===== config.mk =====
export PLATFORM = sky130hd
export DESIGN_NAME = seg7_scan_ctrl
export DESIGN_NICKNAME = d
export VERILOG_FILES = /design/src/rtl/seg7_pkg.sv /design/src/rtl/bin2bcd_seq.sv /design/src/rtl/seg7_scan_ctrl.sv
export SDC_FILE = /design/constraint.sdc
export NUM_CORES = 1
export LEC_CHECK = 0
export ABC_AREA = 0
export CAP_MARGIN = 20
export CORE_ASPECT_RATIO = 1.4
export CORE_UTILIZATION = 35
export CTS_BUF_LIST = sky130_fd_sc_hd__clkbuf_16
export CTS_CLUSTER_DIAMETER = 120
export DETAILED_ROUTE_END_ITERATION = 8
export PLACE_DENSITY = 0.49
export SYNTH_ARGS = -nofsm -noshare
export SYNTH_HDL_FRONTEND = slang
export SYNTH_SLANG_ARGS = --single-unit

===== constraint.sdc =====
create_clock -name clk_50mHz -period 3.6 [get_ports clk_50mHz]
set_input_delay 0.36 -clock clk_50mHz [delete_from_list [all_inputs] [get_ports clk_50mHz]]
set_output_delay 0.36 -clock clk_50mHz [all_outputs]
set_load 0.01 [all_outputs]

===== src/rtl/seg7_pkg.sv =====
// rtl/seg7_pkg.sv - glyph constants, BCD-to-segment decode and converter FSM states
package seg7_pkg;

  localparam logic [6:0] SEG_0     = 7'b0000001;
  localparam logic [6:0] SEG_1     = 7'b1001111;
  localparam logic [6:0] SEG_2     = 7'b0010010;
  localparam logic [6:0] SEG_3     = 7'b0000110;
  localparam logic [6:0] SEG_4     = 7'b1001100;
  localparam logic [6:0] SEG_5     = 7'b0100100;
  localparam logic [6:0] SEG_6     = 7'b0100000;
  localparam logic [6:0] SEG_7     = 7'b0001111;
  localparam logic [6:0] SEG_8     = 7'b0000000;
  localparam logic [6:0] SEG_9     = 7'b0000100;
  localparam logic [6:0] SEG_BLANK = 7'b1111111;
  localparam logic [6:0] SEG_DASH  = 7'b1111110;

  typedef enum logic [1:0] {IDLE, CONV, COMMIT} state_e;

  // Segments are active low; non-decimal nibbles render as blank.
  function automatic logic [6:0] bcd_to_seg(input logic [3:0] nib);
    logic [6:0] seg;
    case (nib)
      4'd0:    seg = SEG_0;
      4'd1:    seg = SEG_1;
      4'd2:    seg = SEG_2;
      4'd3:    seg = SEG_3;
      4'd4:    seg = SEG_4;
      4'd5:    seg = SEG_5;
      4'd6:    seg = SEG_6;
      4'd7:    seg = SEG_7;
      4'd8:    seg = SEG_8;
      4'd9:    seg = SEG_9;
      default: seg = SEG_BLANK;
    endcase
    return seg;
  endfunction

endpackage


===== src/rtl/bin2bcd_seq.sv =====
// rtl/bin2bcd_seq.sv - sequential shift-add-3 binary to BCD converter with load/ready handshake
module bin2bcd_seq
  import seg7_pkg::*;
#(
  parameter int BIN_W  = 8,
  parameter int DIGITS = 4
) (
  input  logic                  clk_50mHz,
  input  logic                  rst_n,
  input  logic [BIN_W-1:0]      bin,
  input  logic                  load,
  output logic                  ready,
  output logic [4*DIGITS-1:0]   bcd,
  output logic                  ovf,
  output logic                  commit
);

  localparam int          BCD_W = 4 * DIGITS;
  localparam int          CNT_W = $clog2(BIN_W);
  localparam logic [31:0] LIMIT = 32'(10 ** DIGITS);

  state_e             state_q, state_d;
  logic [BIN_W-1:0]   sr_q, sr_d;
  logic [BCD_W-1:0]   bcd_q, bcd_d, bcd_adj;
  logic [CNT_W-1:0]   cnt_q, cnt_d;
  logic               ovf_q, ovf_d;
  logic [31:0]        bin_ext;

  assign bin_ext = 32'(bin);

  always_ff @(posedge clk_50mHz) begin
    if (!rst_n) begin
      state_q <= IDLE;
      sr_q    <= '0;
      bcd_q   <= '0;
      cnt_q   <= '0;
      ovf_q   <= 1'b0;
    end else begin
      state_q <= state_d;
      sr_q    <= sr_d;
      bcd_q   <= bcd_d;
      cnt_q   <= cnt_d;
      ovf_q   <= ovf_d;
    end
  end

  always_comb begin
    state_d = state_q;
    sr_d    = sr_q;
    bcd_d   = bcd_q;
    cnt_d   = cnt_q;
    ovf_d   = ovf_q;
    bcd_adj = bcd_q;
    for (int i = 0; i < DIGITS; i++) begin
      if (bcd_q[4*i +: 4] >= 4'd5) bcd_adj[4*i +: 4] = bcd_q[4*i +: 4] + 4'd3;
    end
    case (state_q)
      IDLE: begin
        if (load) begin
          sr_d    = bin;
          bcd_d   = '0;
          cnt_d   = CNT_W'(BIN_W - 1);
          ovf_d   = (bin_ext >= LIMIT);
          state_d = CONV;
        end
      end
      CONV: begin
        // Carry out of the top nibble is dropped; ovf already flags that case.
        bcd_d = {bcd_adj[BCD_W-2:0], sr_q[BIN_W-1]};
        sr_d  = {sr_q[BIN_W-2:0], 1'b0};
        cnt_d = cnt_q - 1'b1;
        if (cnt_q == '0) state_d = COMMIT;
      end
      COMMIT:  state_d = IDLE;
      default: state_d = IDLE;
    endcase
  end

  assign ready  = (state_q == IDLE);
  assign commit = (state_q == COMMIT);
  assign bcd    = bcd_q;
  assign ovf    = ovf_q;

endmodule


===== src/rtl/seg7_scan_ctrl.sv =====
// rtl/seg7_scan_ctrl.sv - multiplexed 7-segment decimal display driver
module seg7_scan_ctrl
  import seg7_pkg::*;
#(
  parameter int BIN_W         = 8,
  parameter int DIGITS        = 4,
  parameter int REFRESH_DIV_W = 18,
  parameter int BLANK_LZ      = 1
) (
  input  logic               clk_50mHz,
  input  logic               rst_n,
  input  logic [BIN_W-1:0]   bin,
  input  logic               load,
  output logic               ready,
  output logic               overflow,
  output logic [6:0]         a_to_g,
  output logic [DIGITS-1:0]  an
);

  localparam int                BCD_W  = 4 * DIGITS;
  localparam int                DIG_W  = (DIGITS > 1) ? $clog2(DIGITS) : 1;
  localparam logic [DIGITS-1:0] AN_RST = ~(DIGITS'(1));

  logic [BCD_W-1:0]          bcd;
  logic                      ovf_cand;
  logic                      commit;

  logic [BCD_W-1:0]          disp_q, disp_d;
  logic                      ovf_q, ovf_d;
  logic [REFRESH_DIV_W-1:0]  presc_q, presc_d;
  logic [DIG_W-1:0]          dig_q, dig_d;
  logic [DIGITS-1:0]         an_q, an_d;
  logic [6:0]                seg_q, seg_d;
  logic [3:0]                nib;
  logic [DIG_W-1:0]          msd;

  bin2bcd_seq #(
    .BIN_W  (BIN_W),
    .DIGITS (DIGITS)
  ) u_conv (
    .clk_50mHz (clk_50mHz),
    .rst_n     (rst_n),
    .bin       (bin),
    .load      (load),
    .ready     (ready),
    .bcd       (bcd),
    .ovf       (ovf_cand),
    .commit    (commit)
  );

  always_ff @(posedge clk_50mHz) begin
    if (!rst_n) begin
      disp_q  <= '0;
      ovf_q   <= 1'b0;
      presc_q <= '0;
      dig_q   <= '0;
      an_q    <= AN_RST;
      seg_q   <= SEG_0;
    end else begin
      disp_q  <= disp_d;
      ovf_q   <= ovf_d;
      presc_q <= presc_d;
      dig_q   <= dig_d;
      an_q    <= an_d;
      seg_q   <= seg_d;
    end
  end

  always_comb begin
    presc_d = presc_q + 1'b1;
    dig_d   = dig_q;
    if (&presc_q) dig_d = (dig_q == DIG_W'(DIGITS - 1)) ? '0 : dig_q + 1'b1;

    disp_d = disp_q;
    ovf_d  = ovf_q;
    if (commit) begin
      disp_d = bcd;
      ovf_d  = ovf_cand;
    end

    nib  = 4'd0;
    an_d = '1;
    msd  = '0;
    for (int i = 0; i < DIGITS; i++) begin
      if (disp_q[4*i +: 4] != 4'd0) msd = DIG_W'(i);
      if (dig_q == DIG_W'(i)) begin
        nib     = disp_q[4*i +: 4];
        an_d[i] = 1'b0;
      end
    end

    // msd is 0 for an all-zero value, so digit 0 can never satisfy dig_q > msd.
    if (ovf_q)                              seg_d = SEG_DASH;
    else if (BLANK_LZ != 0 && dig_q > msd)  seg_d = SEG_BLANK;
    else                                    seg_d = bcd_to_seg(nib);
  end

  assign overflow = ovf_q;
  assign an       = an_q;
  assign a_to_g   = seg_q;

endmodule


==> impl_metrics.csv <==
group,metric,value,unit
final_layout,fin_cells,571,
floorplan,dieArea,10600,um2
power,peakVddDrop,0.213,mV
sta,report.final.setup_viol,0,
clocking,cts_hold_buffers,0,
logic_synthesis,synth_seq_cells,76,
worst_setup_path,r2r-start,"dig_q[1]",
hold_path,hp-class,"flop to flop",
clocking,cts_max_level,3,
global_route,grt_max_degree,37,
sta,rsz0062_at_grt,"no",
worst_setup_path,rrSetupSlack,1.33,ns
sta,slew_violations,0,
worst_setup_path,startpoint,"dig_q[1]",
clocking,cts_setup_buffers,0,
clocking,clock-root-buffer,"clkbuf_16",
routing,drt.antenna.violating_nets,0,
worst_setup_path,endpoint,"a_to_g[5]",
floorplan,core,9900,um2
logic_synthesis,post-synth-top-area-cell,"dfxtp_1",
floorplan,rows,43,
logic_synthesis,netlist_instances,419,
worst_setup_path,cp_max_fo,15,
power,power_frac_comb,0.057,
clocking,numCtsBuffers,9,
global_route,first_global_vias,2682,
clocking,cts_buffer_depth,2,
routing,remaining_drc_errors,0,
placed_design,hpwl,4890,um
final_layout,layout-drive-gt1-share,0.0711,
clocking,cts-resized-gates,0,
logic_synthesis,ys_warn_count,0,
power,seq_power_share,0.422,
placed_design,dpl_cell_area,3870,um2
global_route,grt_pass1_wl,12600,um
worst_setup_path,critPathCaptureType,"flop",
clocking,clk_pin_slew,0.06,ns
logic_synthesis,synth_ff_type,"dfxtp_1",
logic_synthesis,syn_nets,448,
worst_setup_path,worstPathArrival,2.47,ns
logic_synthesis,ys_seq_area_frac,0.428,
sta,skew,0.00659,ns
logic_synthesis,avgSynthCellArea,8.49,um2
final_layout,fin_nets,461,
logic_synthesis,synthArstFlopShare,0,
routing,wire_per_inst,12.7,um
worst_setup_path,path_class,"flop to flop",
outcome,outcome,"complete, no violations",
global_route,antenna_found_initial,0,
sta,worst_pin_slew,0.777,ns
logic_synthesis,synth_most_common_cell,"dfxtp_1",
routing,drt-pass1-iter-count,5,
logic_synthesis,synth_area_leaders,"dfxtp_1, ha_1, nand2_1, a21oi_1, nor2_1",
clocking,cts_tree,"yes",
routing,via_per_inst,4.93,
routing,finalWirelength,7240,um
global_route,overflow,0,
floorplan,initial_core_util,0.359,
sta,fin_setup_tns,0,ns
flow_run,drv_cap,0,
logic_synthesis,synth_top_cells_by_count,"dfxtp_1, nand2_1, nor2_1, a21oi_1, inv_1",
power,p_clk_frac,0.520,
power,switching_share,0.207,
power,power.leakage,0.00151,uW
power,p_int,1650,uW
sta,relSlewSlack,0.480,
logic_synthesis,synth_top_cell_area_share,0.428,
logic_synthesis,post_synth_num_cell_types,50,
floorplan,die_w,87.2,um
worst_setup_path,timing.rr.end,"a_to_g[5]",
power,p_sw,431,uW
logic_synthesis,synth-edff-count,0,
clocking,numClockSinks,76,
logic_synthesis,syn_area,3560,um2
global_route,grtUsageTotal,0.153,
placed_design,gp_congestion,0.748,
sta,fin_crit_sh,0.632,
clocking,insertion_delay,0.34,ns
sta,hold_violations,0,
routing,first_iter_violations,105,
worst_setup_path,rr_worst_depth,6,
worst_setup_path,cp.required,3.79,ns
routing,vias,2815,
final_layout,synthToLayoutAreaGrowth,19.0,%
power,p_per_area,491,nW/um2
placed_design,dp.cells,555,
floorplan,die_h,121,um
final_layout,fin_area,4230,um2
hold_path,min_from,"disp_q[2]",
floorplan,io_pins,24,
sta,clock.fmax,440,MHz
worst_setup_path,start_kind,"flop",
placed_design,port-buffer-count,22,
final_layout,antenna_cells,0,
sta,period_needed,2.27,ns
state kept, by name (all words and copies together) (netlist names):
signal	cells
a_to_g	7
an	4
dig_q	2
disp_q	16
presc_q	18
u_conv.bcd	16
u_conv.cnt_q	3
u_conv.sr_q	8
u_conv.state_q	2
placed cells by master, fill, tap and decap left out, types with 3 or more instances in the layout:
cell	synthesis	layout
a2bb2oi_1	3	3
nor2b_1	5	5
nand2_1	53	53
inv_1	19	19
nor3_1	12	12
nand3b_1	5	5
clkbuf_16	0	9
nor2_1	47	47
clkdlybuf4s50_1	0	22
a311oi_1	6	6
buf_4	1	3
xnor2_1	11	11
nor3b_1	5	5
a22oi_1	6	6
a21oi_1	38	38
mux2i_1	3	3
nand2b_1	9	9
xor2_1	11	11
a211oi_1	5	5
o21ai_0	11	11
bufinv_16	0	4
nand4_1	3	3
mux2_2	3	3
a211oi_2	3	3
ha_1	18	18
nand3_1	11	11
and4_1	3	3
dfxtp_1	76	76
stage by stage:
| stage | utilization | worst slack [ns] | total power [uW] | hold WS, ns |
|---|---|---|---|---|
| 2_1_floorplan | - | 1.56 | 978 | 0.436 |
| 3_3_place_gp | 0.391 | 1.38 | 1010 | 0.451 |
| 3_5_place_dp | 0.391 | 1.32 | 1020 | 0.453 |
| 4_1_cts | 0.427 | 1.31 | 2110 | 0.461 |
| 5_1_grt | 0.428 | 1.05 | 2160 | 0.489 |
| 6_report | 0.428 | 1.33 | 2080 | 0.457 |
layer usage:
layer | global-route usage | share of wire | vias up
met5 | 0 | 0 | -
met4 | 0.0738 | 0.022 | 0
met3 | 0.0347 | 0.021 | 11
met2 | 0.255 | 0.48 | 27
met1 | 0.183 | 0.48 | 1309
li1 | - | - | 1468
how the worst min path moves through the flow:
stage | endpoint | slack, ns | depth (start not counted)
final | disp_q[2] | 0.46 | 2
after CTS | disp_q[2] | 0.46 | 2
after global placement | disp_q[3] | 0.45 | 2
after floorplan | disp_q[0] | 0.44 | 2
after detailed placement | disp_q[2] | 0.45 | 2
after global routing | disp_q[15] | 0.49 | 2
logic make-up (layout without fill, tap and decap cells):
kind of cell,after synthesis,count (layout),share of synthesized area
AOI/OAI and AO/OA,87,87,0.163
xor gates and xnor gates,22,22,0.0542
adders and majority gates,18,18,0.0633
buffers and inverters,43,60,0.0507
DFF,76,76,0.428
muxes,6,6,0.0179
other,1,1,0.00105
and+or+nand+nor,166,166,0.222
power groups by stage:
stage	logic (uW)	clock network (uW)	registers, uW
after floorplan	88.6	0	889
after global placement	118	0	896
after detailed placement	121	0	896
after CTS	121	1110	878
after global routing	138	1140	881
final	119	1080	878
worst max-delay path: stages, from the launching register on:
cell and delay (ns):
dfxtp_1 0.40, ha_1 0.52, a211oi_1 0.12, a211oi_2 0.51, ha_1 0.33, o22ai_1 0.16
a21oi_1 0.08
final cells by class:
class | instances | area (um2)
clock buffer | 9 | 225
multi-input combinational | 300 | 1850
timing repair buffer | 26 | 263
tap | 135 | 169
fill | 1025 | 5670
clock inverter | 6 | 129
inverter | 19 | 71.3
sequential | 76 | 1520
(Power assumes the default switching activity.)
